<file path="config.mk">
export PLATFORM = sky130hd
export DESIGN_NAME = rom_access_arbiter
export DESIGN_NICKNAME = d
export VERILOG_FILES = /design/src/rtl/rom_arb_pkg.sv /design/src/rtl/rom_arb_grant.sv /design/src/rtl/rom_access_arbiter.sv
export SDC_FILE = /design/constraint.sdc
export NUM_CORES = 1
export LEC_CHECK = 0
export ABC_CLOCK_PERIOD_IN_PS = 2500
export BUFFER_PORTS_ARGS = -buffer_cell sky130_fd_sc_hd__buf_2
export CAP_MARGIN = 20
export CORE_UTILIZATION = 30
export DETAILED_ROUTE_END_ITERATION = 10
export PLACE_DENSITY_LB_ADDON = 0.15
export SLEW_MARGIN = 20
export SYNTH_ARGS = -nofsm -noshare
export SYNTH_HDL_FRONTEND = slang
export SYNTH_SLANG_ARGS = --single-unit
</file>
<file path="constraint.sdc">
create_clock -name clk -period 2.5 [get_ports clk]
set_clock_uncertainty 0.15 [all_clocks]
set_input_delay 0.125 -clock clk [delete_from_list [all_inputs] [get_ports clk]]
set_output_delay 0.125 -clock clk [all_outputs]
set_load 0.005 [all_outputs]
</file>
<file path="src/rtl/rom_arb_pkg.sv">
// Shared types and constants for the two-port ROM access arbiter.
package rom_arb_pkg;

  typedef enum logic [1:0] {
    IDLE   = 2'd0,
    ACCESS = 2'd1,
    RESP   = 2'd2
  } state_t;

  typedef logic port_id_t;

  // Byte address to word index: 4-byte words.
  localparam int WORD_SHIFT = 2;

endpackage

</file>
<file path="src/rtl/rom_arb_grant.sv">
// Combinational one-hot grant between the two requesters.
// ROM_ARB_ROUND_ROBIN_EN: a contended grant goes to the port not granted last.
module rom_arb_grant
  import rom_arb_pkg::*;
(
  input  logic       v0,
  input  logic       v1,
`ifdef ROM_ARB_ROUND_ROBIN_EN
  input  port_id_t   last,
`endif
  output logic [1:0] grant
);

  always_comb begin
    grant = 2'b00;
`ifdef ROM_ARB_ROUND_ROBIN_EN
    if (v0 && v1) grant = last ? 2'b01 : 2'b10;
    else          grant = {v1, v0};
`else
    if (v0)      grant = 2'b01;
    else if (v1) grant = 2'b10;
`endif
  end

endmodule

</file>
<file path="src/rtl/rom_access_arbiter.sv">
// Shares one combinational ROM between two valid/ready requesters: IDLE -> ACCESS -> RESP.
// ROM_ARB_ROUND_ROBIN_EN selects round-robin instead of fixed port-0 priority.
module rom_access_arbiter
  import rom_arb_pkg::*;
#(
  parameter int BIT_WIDTH = 32,
  parameter int DEPTH     = 32
) (
  input  logic                 clk,
  input  logic                 reset,
  input  logic                 req0_valid,
  input  logic [BIT_WIDTH-1:0] req0_addr,
  output logic                 req0_ready,
  output logic                 rsp0_valid,
  output logic [BIT_WIDTH-1:0] rsp0_data,
  output logic                 rsp0_err,
  input  logic                 req1_valid,
  input  logic [BIT_WIDTH-1:0] req1_addr,
  output logic                 req1_ready,
  output logic                 rsp1_valid,
  output logic [BIT_WIDTH-1:0] rsp1_data,
  output logic                 rsp1_err,
  output logic [BIT_WIDTH-1:0] rom_addr,
  input  logic [BIT_WIDTH-1:0] rom_data
);

  state_t               state, state_nx;
  logic [1:0]           grant;
  logic                 take;
  port_id_t             sel_id, id_q;
  logic [BIT_WIDTH-1:0] sel_addr, idx_q;
  logic                 sel_err, err_q;

`ifdef ROM_ARB_ROUND_ROBIN_EN
  port_id_t last_q;

  always_ff @(posedge clk or negedge reset)
    if (!reset)                     last_q <= 1'b1;
    else if (state == IDLE && take) last_q <= sel_id;

  rom_arb_grant u_grant (.v0(req0_valid), .v1(req1_valid), .last(last_q), .grant(grant));
`else
  rom_arb_grant u_grant (.v0(req0_valid), .v1(req1_valid), .grant(grant));
`endif

  assign take     = |grant;
  assign sel_id   = grant[1];
  assign sel_addr = sel_id ? req1_addr : req0_addr;
  assign sel_err  = (sel_addr[1:0] != 2'b00) ||
                    ((sel_addr >> WORD_SHIFT) >= BIT_WIDTH'(DEPTH));

  always_ff @(posedge clk or negedge reset)
    if (!reset) state <= IDLE;
    else        state <= state_nx;

  always_comb begin
    state_nx = state;
    case (state)
      IDLE:    if (take) state_nx = ACCESS;
      ACCESS:  state_nx = RESP;
      RESP:    state_nx = IDLE;
      default: state_nx = IDLE;
    endcase
  end

  // Per-port response registers so each port's data/err only move on its own responses.
  always_ff @(posedge clk or negedge reset)
    if (!reset) begin
      idx_q     <= '0;
      id_q      <= 1'b0;
      err_q     <= 1'b0;
      rsp0_data <= '0;
      rsp0_err  <= 1'b0;
      rsp1_data <= '0;
      rsp1_err  <= 1'b0;
    end else begin
      if (state == IDLE && take) begin
        idx_q <= sel_addr >> WORD_SHIFT;
        id_q  <= sel_id;
        err_q <= sel_err;
      end
      if (state == ACCESS) begin
        if (id_q) begin
          rsp1_data <= err_q ? '0 : rom_data;
          rsp1_err  <= err_q;
        end else begin
          rsp0_data <= err_q ? '0 : rom_data;
          rsp0_err  <= err_q;
        end
      end
    end

  // Ready is gated by reset so nothing is handshaken while reset is held.
  always_comb begin
    req0_ready = reset && (state == IDLE) && grant[0];
    req1_ready = reset && (state == IDLE) && grant[1];
    rsp0_valid = (state == RESP) && !id_q;
    rsp1_valid = (state == RESP) && id_q;
    rom_addr   = (state == ACCESS) ? idx_q : '0;
  end

endmodule

</file>
==> impl_metrics.tcl, run 1 <==
set metrics [dict create \
    rsz0062_at_grt "false" \
    setup_viol 0 \
    post-place-ws_ns 0.630 \
    peakVddDrop_uv 456 \
    htree_levels 3 \
    crit_path_top_delay_cell "nand2b_2" \
    firstDrtPassIters 4 \
    antenna_cells 0 \
    power_density_nw_per_um2 756 \
    crit_path_start_kind "primary input" \
    drtAntennaViolNets 0 \
    dp.cells 808 \
    grt_pass1_vias 4145 \
    setup_slack_ns 0.477 \
    wire_per_inst_um 14.1 \
    netlist_instances 452 \
    numCtsBuffers 9 \
    nNetsFinal 835 \
    fin_util_pct 48.1 \
    clk_pin_slew_worst_paths_ns 0.06 \
    slew_viol_final 0 \
    crit_type "primary input to flop" \
    timing_hold_violations_final 0 \
    place_congestion 0.788 \
    p_leak_nw 3.48 \
    area_growth_pct 53.8 \
    grt_pass1_wl_mm 20.5 \
    crit_chain "buf_2 > nand2b_2 > buf_4 > mux2i_1 > dlygate4sd3_1 > o21ai_1" \
    synth.avg_cell_area_sq_um 9.74 \
    place.port_buffers 199 \
    clk_latency_ns 0.35 \
    synthMuxAreaShare_pct 6.59 \
    cts_hold_buf 95 \
    finalCriticalPeriod_ns 2.02 \
    grt_overflow 0 \
    synth-simple-area-share_pct 19.3 \
    synthDistinctLibCells 32 \
    rows 43 \
    required_ns 2.55 \
    synth_compound_area_share_pct 12.3 \
    cp_top_family "buffers and inverters" \
    cts_setup_buffers 0 \
    die_h_um 123 \
    io_pins 202 \
    r2r_start "state[1]" \
    cap_viol_max_count 0 \
    slowest_delay_ns 0.61 \
    ctsResizeCount 0 \
    dp.final_hpwl_mm 8.84 \
    tightest_slew_ns 0.775 \
    synth-seq-area-share_pct 56.8 \
    cts.sinks 100 \
    min-delay-start "req1_addr[13]" \
    startpoint "req0_valid" \
    wirelength_mm 13.0 \
    core_area_sq_um 14100 \
    slew_headroom_pct 48.1 \
    synthAdderAreaFrac_pct 0 \
    status "finished clean" \
    grt_max_degree 100 \
    route.vias.total 4150 \
    post-route-period-util_pct 80.9 \
    synth_area_sq_um 4400 \
    cts_tree "done" \
    synth_xor_xnor_area_share_pct 0 \
    tns_ns 0 \
    worst-path-max-fanout 22 \
    antenna_found_initial 0 \
    yosys_warnings 0 \
    stdcell_count 918 \
    cp-end-kind "flop" \
    routed_via_density 4.52 \
    clk_path_buf_depth 2 \
    root_buffer "clkbuf_16" \
    ys_seq_elements 100 \
    path_buf_inv 3 \
    drc 0 \
    critPathArrivalTime_ns 2.08 \
    synth_top_family_by_area "simple AND/OR/NAND/NOR gates" \
    dieWidth_um 123 \
    start_util_pct 31.2 \
    hp-class "primary input to flop" \
    drt-initial-drc-count 144 \
    fmax_mhz 494 \
    grtUsageTotal_pct 17.7 \
    drive_gt1_share_pct 31.0 \
    die_area_sq_um 15200 \
]
[area by class of cell]
class / count / area [sq um]
Tap cell: 180 / 225
Timing Repair Buffer: 303 / 2040
Clock buffer: 10 / 239
Sequential cell: 100 / 2500
Multi-Input combinational cell: 319 / 1710
Clock inverter: 4 / 51.3
Fill cell: 1328 / 7320
Inverter: 2 / 7.51
[routing by layer]
metal / global-route usage [%] / routed length (um) / vias up
li1: - / - / 2085
met1: 20.9 / 5610 / 1901
met2: 30.2 / 6240 / 149
met3: 6.00 / 905 / 15
met4: 5.57 / 206 / 0
met5: 0 / 0 / -
[worst paths after layout]
path,cells after the start,endpoint,slack [ns]
setup / recovery,6,idx_q[0],0.48
hold / removal,3,err_q,0.03
setup reg to reg,4,idx_q[1],0.66
hold reg to reg,2,idx_q[24],0.33
max in group asynchronous,4,rsp0_data[2],0.88
min in group asynchronous,3,idx_q[22],0.57
[Yosys cell counts (all sizes together)]
cell    number  area, sq um
inv          1         3.75
clkbuf      16         60.1
conb         1         3.75
a21oi        2         10.0
clkinv       1         3.75
nor2         2         10.0
nand3b       1         7.51
nor3b        1         7.51
a32oi        1         8.76
o41ai        1         16.3
and3b        1         8.76
nand2b       2         12.5
o22ai        1         6.26
dfrtp      100         2500
nand2      128          480
buf         16          148
and3         2         12.5
a22o         2         17.5
nand4        2         12.5
nand3        2         15.0
nor4        12         75.1
o21ai       96          484
nor2b        2         20.0
and2        30          188
mux2i       29          290
[cell usage in the layout, fill, tap and decap left out, types with 2 or more instances in the layout]
cell type,synthesis,layout
buf_2,4,198
nand2_1,128,127
dfrtp_1,100,100
dlygate4sd3_1,0,96
o21ai_1,92,92
and2_1,30,30
mux2i_1,29,29
nor4_1,12,12
clkbuf_16,0,9
buf_4,2,7
o21ai_0,3,3
and3_1,2,2
nand2b_2,0,2
a22o_1,2,2
a21oi_1,2,2
nand4_1,2,2
conb_1,1,2
buf_12,0,2
[cell families after synthesis]
| group | after synthesis |
|---|---|
| mux | 29 |
| flops | 100 |
| simple gates | 185 |
| compound gates | 103 |
| other cells | 1 |
| buf+inv | 34 |
[registers in the layout (all words and copies together) (netlist names)]
register	cells
idx_q	30
rsp1_data	32
state	2
rsp1_err	1
err_q	1
rsp0_err	1
rsp0_data	32
id_q	1
[per-stage QoR]
step / instance area [sq um] / hold slack [ns] / power (mW)
after floorplan: 4410 / -0.321 / 3.06
after global placement: 5520 / -0.209 / 3.61
final: 6780 / 0.0260 / 5.12
after detailed placement: 5520 / -0.209 / 3.64
after CTS: 6770 / 0.00766 / 5.20
after global routing: 6780 / 0.0526 / 5.50
[worst register-to-register path, cell delays in order (launching register included)]
cell     delay [ns]
dfrtp_1        0.43
nor2_2         0.33
o21ai_4        0.30
buf_4          0.28
a22o_1         0.24
[where the power goes]
| group | switching, mW | total (mW) | internal [mW] |
|---|---|---|---|
| registers | 0.165 | 2.09 | 1.93 |
| clock network | 0.604 | 1.40 | 0.792 |
| logic | 0.928 | 1.63 | 0.703 |
Power figures use the tool's default switching activity.
==> inputs of run 2 (changes only) <==
--- a/config.mk
+++ b/config.mk
@@ -5,7 +5,7 @@
 export SDC_FILE = /design/constraint.sdc
 export NUM_CORES = 1
 export LEC_CHECK = 0
-export ABC_CLOCK_PERIOD_IN_PS = 2500
+export ABC_CLOCK_PERIOD_IN_PS = 1750
 export BUFFER_PORTS_ARGS = -buffer_cell sky130_fd_sc_hd__buf_2
 export CAP_MARGIN = 20
 export CORE_UTILIZATION = 30
==> constraint.sdc (replaced) <==
create_clock -name clk -period 1.75 [get_ports clk]
set_clock_uncertainty 0.15 [all_clocks]
set_input_delay 0.0875 -clock clk [delete_from_list [all_inputs] [get_ports clk]]
set_output_delay 0.0875 -clock clk [all_outputs]
set_load 0.005 [all_outputs]
==> impl_metrics.tcl, run 2 (synthesized netlist as in run 1, its figures left out) <==
set metrics [dict create \
    clk_path_buf_depth 2 \
    antenna_found_initial 1 \
    critPathArrivalTime_ns 1.40 \
    tns_ns 0 \
    largestRegisters "rsp0_data x32, rsp1_data x32, idx_q x30" \
    start_util_pct 31.2 \
    place.port_buffers 199 \
    required_ns 1.51 \
    p_leak_nw 3.55 \
    layout_common_cells "198 x buf_2, 127 x nand2_1, 100 x dfrtp_1, 95 x dlygate4sd3_1, 92 x o21ai_1" \
    timing_hold_violations_final 0 \
    grt_overflow 0 \
    peakVddDrop_uv 486 \
    setup_viol 0 \
    die_area_sq_um 15200 \
    crit_path_start_kind "flop" \
    grtUsageTotal_pct 17.5 \
    cap_viol_max_count 0 \
    dieWidth_um 123 \
    crit_type "flop to primary output" \
    clk_pin_slew_worst_paths_ns 0.07 \
    cp-end-kind "primary output" \
    slew_viol_final 0 \
    area_growth_pct 57.4 \
    io_pins 202 \
    root_buffer "clkbuf_16" \
    grt_max_degree 92 \
    dp.cells 814 \
    wirelength_mm 12.9 \
    tightest_slew_ns 0.505 \
    fmax_mhz 610 \
    placed_area_sq_um 5620 \
    worst-path-max-fanout 6 \
    dp.final_hpwl_mm 8.80 \
    rsz0062_at_grt "false" \
    multi_input_area_sq_um 1710 \
    drtAntennaViolNets 0 \
    cts_tree "done" \
    hp-class "primary input to flop" \
    mostFrequentLayoutCell "buf_2" \
    setup_slack_ns 0.109 \
    fin_area_sq_um 6930 \
    route.vias.total 4231 \
    core_area_sq_um 14100 \
    slew_headroom_pct 66.4 \
    fillCellCount 1344 \
    routed_via_density 4.56 \
    rows 43 \
    register_area_sq_um 2500 \
    grt_pass1_vias 4165 \
    drive_gt1_share_pct 31.8 \
    grt_pass1_wl_mm 20.5 \
    drc 0 \
    clk_latency_ns 0.34 \
    firstDrtPassIters 4 \
    die_h_um 123 \
    place_congestion 0.816 \
    status "finished clean" \
    drt-initial-drc-count 140 \
    stdcell_count 927 \
    cts.sinks 100 \
    post-route-period-util_pct 93.7 \
    htree_levels 3 \
    finalCriticalPeriod_ns 1.64 \
    post-place-ws_ns 0.236 \
    wire_per_inst_um 13.9 \
    power_density_nw_per_um2 1110 \
    nNetsFinal 841 \
    numCtsBuffers 9 \
]
[run 2: timing repair]
| item | CTS | global route |
|---|---|---|
| pin swaps | 0 | 0 |
| gates resized for setup | 1 | 2 |
| endpoints found under the hold margin | 197 | 0 |
| hold buffers | 95 | 0 |
| setup buffers | 0 | 1 |
| setup endpoints to repair | 8 | 30 |
[run 2: area by class of cell]
cell class,instances,share of cell area [%]
antenna,1,0.0361
clock buffer,13,3.90
clock inverter,3,0.975
inverter,2,0.108
multi-input combinational,319,24.6
sequential,100,36.1
tap,180,3.25
timing repair buffer,309,31.0
[run 2: worst paths after layout]
| path | from | endpoint | slack [ns] | depth (start not counted) |
|---|---|---|---|---|
| worst max-delay path | state[1] | req0_ready | 0.11 | 4 |
| min in group asynchronous | reset | idx_q[25] | 0.04 | 2 |
| worst max register to register | state[0] | rsp0_data[4] | 0.27 | 6 |
| worst min register to register | rsp0_data[1] | rsp0_data[1] | 0.33 | 2 |
| max in group asynchronous | reset | idx_q[11] | 0.67 | 3 |
| worst min-delay path | req0_valid | state[0] | 0.02 | 3 |
[run 2: through the flow]
step	util (%)	power [mW]	hold WS (ns)
CTS	49.0	7.74	0.0120
detailed placement	39.9	5.32	-0.206
global placement	39.9	5.28	-0.210
finish	49.2	7.70	0.0187
global route	49.2	8.22	0.0439
floorplan	-	4.37	-0.358
[run 2: power breakdown]
group | switching, mW | internal, mW
combinational | 1.33 | 1.13
sequential | 0.274 | 2.76
clock | 0.827 | 1.37
total | 2.44 | 5.26
[run 2: per-layer routing]
layer | track usage, % | up-vias | routed length [um]
li1 | - | 2103 | -
met1 | 21.8 | 1944 | 5570
met2 | 29.5 | 163 | 6170
met3 | 3.27 | 21 | 823
met4 | 7.68 | 0 | 293
met5 | 0 | - | 0
[run 2: worst max-delay path, cell delays in order (launching register included)]
cell     delay, ns
dfrtp_1       0.43
nor2_2        0.19
buf_4         0.18
and3_1        0.16
buf_2         0.11
==> inputs of run 3 (changes only) <==
--- a/config.mk
+++ b/config.mk
@@ -5,6 +5,7 @@
 export SDC_FILE = /design/constraint.sdc
 export NUM_CORES = 1
 export LEC_CHECK = 0
+export ABC_AREA = 1
 export ABC_CLOCK_PERIOD_IN_PS = 1750
 export BUFFER_PORTS_ARGS = -buffer_cell sky130_fd_sc_hd__buf_2
 export CAP_MARGIN = 20
==> impl_metrics.tcl, run 3 <==
set metrics [dict create \
    timing_hold_violations_final 0 \
    nNetsFinal 1060 \
    drive_gt1_share_pct 25.4 \
    post-route-period-util_pct 94.0 \
    start_util_pct 30.7 \
    antenna_cells 0 \
    clk_pin_slew_worst_paths_ns 0.07 \
    firstDrtPassIters 4 \
    clk_path_buf_depth 2 \
    crit_type "flop to primary output" \
    finalCriticalPeriod_ns 1.64 \
    largestRegisters "rsp0_data x32, rsp1_data x32, idx_q x30" \
    register_area_sq_um 2500 \
    worst-path-max-fanout 13 \
    die_h_um 129 \
    synth-simple-area-share_pct 31.7 \
    power_density_nw_per_um2 1160 \
    grt_max_degree 101 \
    min_to "idx_q[27]" \
    synth.most_common_cell "nand2_1" \
    synth_xor_xnor_area_share_pct 0 \
    post-place-ws_ns 0.185 \
    p_leak_nw 4.38 \
    synth_area_sq_um 4860 \
    rows 46 \
    holdPathStages 5 \
    multi_input_area_sq_um 1780 \
    wirelength_mm 14.0 \
    critPathArrivalTime_ns 1.41 \
    antenna_found_initial 0 \
    wire_per_inst_um 11.9 \
    layout_common_cells "288 x nand2_1, 198 x buf_2, 105 x inv_1, 100 x dfrtp_1, 81 x dlygate4sd3_1" \
    cts.sinks 100 \
    root_buffer "clkbuf_16" \
    ys.flop_type "dfrtp_1" \
    fillCellCount 1617 \
    area_growth_pct 48.4 \
    stdcell_count 1179 \
    fmax_mhz 608 \
    min-delay-start "req0_addr[29]" \
    yosys_warnings 0 \
    grt_overflow 0 \
    peakVddDrop_uv 482 \
    cp-end-kind "primary output" \
    r2r_start "state[0]" \
    place.port_buffers 199 \
    dp.final_hpwl_mm 9.50 \
    tns_ns 0 \
    synth.area.top_cells "dfrtp_1 51%, nand2_1 22%, inv_1 8.2%, nor2_1 6.0%, o21ai_0 3.5%" \
    clk_latency_ns 0.33 \
    slew_headroom_pct 59.0 \
    drtAntennaViolNets 0 \
    cap_viol_max_count 0 \
    netlist.area_leader.share_pct 51.5 \
    grt_pass1_wl_mm 22.5 \
    synth-seq-area-share_pct 51.5 \
    synthMuxAreaShare_pct 0 \
    setup_slack_ns 0.105 \
    rsz0062_at_grt "false" \
    drt-initial-drc-count 195 \
    synth_enable_flop_cells 0 \
    routed_via_density 4.10 \
    r2r_slack_ns 0.21 \
    drc 0 \
    htree_levels 3 \
    crit_path_start_kind "flop" \
    core_area_sq_um 15800 \
    setup_viol 0 \
    reg2regPathDepth 6 \
    cts_tree "done" \
    synth_top_area_cell "dfrtp_1" \
    synthDistinctLibCells 21 \
    place_congestion 0.776 \
    synthAdderAreaFrac_pct 0 \
    numCtsBuffers 9 \
    synth.avg_cell_area_sq_um 7.13 \
    slew_viol_final 0 \
    synth_top_family_by_area "simple AND/OR/NAND/NOR gates" \
    dp.cells 1082 \
    total_power_mw 8.34 \
    ys_seq_elements 100 \
    route.vias.total 4834 \
    hp-class "primary input to flop" \
    synthArstFlopShare_pct 100 \
    die_area_sq_um 16700 \
    io_pins 202 \
    dieWidth_um 129 \
    mostFrequentLayoutCell "nand2_1" \
    status "finished clean" \
    r2r-end "rsp0_err" \
    synth_compound_area_share_pct 4.76 \
    required_ns 1.51 \
    netlist_instances 682 \
    tightest_slew_ns 0.615 \
    grtUsageTotal_pct 17.2 \
    grt_pass1_vias 4680 \
    synthTopCellsByCount "289 x nand2_1, 106 x inv_1, 100 x dfrtp_1, 78 x nor2_1, 34 x o21ai_0" \
]
==> run 3: changes by cell type after synthesis, sizes merged, moves of 12 or more <==
cell | before | now
and2 | 30 | 0
inv | 1 | 112
mux2i | 29 | 0
o21ai | 96 | 39
nor2 | 2 | 83
nand2 | 128 | 290
nor4 | 12 | 0
==> run 3: how the worst max path moves through the flow <==
stage,from,endpoint
global placement,state[1],idx_q[27]
finish,state[1],req1_ready
floorplan,state[0],rsp0_data[10]
CTS,state[1],req1_ready
global route,state[1],req1_ready
detailed placement,state[0],rsp0_err
==> run 3: cells by family (layout without fill, tap and decap cells) <==
family / after synthesis / count (layout)
DFF: 100 / 100
and+or+nand+nor: 391 / 391
other: 1 / 2
AOI/OAI and AO/OA: 45 / 45
buffers and inverters: 145 / 425
==> run 3: final cells by class <==
type	instances	area share, %
Sequential cell	100	34.7
Timing Repair Buffer	299	27.4
Multi-Input combinational cell	438	24.7
Inverter	112	5.83
Tap cell	216	3.75
Clock buffer	12	3.42
Clock inverter	2	0.174
==> run 3: through the flow <==
| step | hold slack [ns] | utilization [%] | cell area, sq um |
|---|---|---|---|
| floorplan | -0.358 | - | 4860 |
| global placement | 0.0637 | 38.6 | 6110 |
| finish | 0.00933 | 45.6 | 7210 |
| detailed placement | 0.0733 | 38.6 | 6110 |
| CTS | 0.00249 | 45.5 | 7200 |
| global route | 0.0162 | 45.6 | 7210 |
==> run 3: critical path: stages (launching register included) <==
cell and delay [ns]:
dfrtp_1 0.40, inv_2 0.08, nand2_2 0.07, nor2_4 0.10, buf_6 0.14, nand2_1 0.07
nor2_1 0.08, buf_2 0.12
==> run 3: per-layer routing <==
layer	GRT usage, %	vias up	wire length (um)
li1	-	2541	-
met1	23.1	2127	6770
met2	27.3	146	6160
met3	3.39	20	837
met4	6.30	0	246
met5	0	-	0
==> run 3: power breakdown <==
group,leakage (nW),internal [mW],switching [mW],total [mW]
sequential,1.31,3.06,0.386,3.45
combinational,2.94,1.28,1.79,3.07
clock,0.125,0.987,0.830,1.82
total,4.38,5.33,3.00,8.34
==> run 3: timing repair <==
| item | in CTS | in global routing |
|---|---|---|
| pin swaps | 1 | 2 |
| hold buffers | 81 | 0 |
| gates resized for setup | 2 | 3 |
| endpoints found under the hold margin | 192 | 0 |
| endpoints found under the setup margin | 1 | 36 |
| buffers inserted | 1 | 1 |
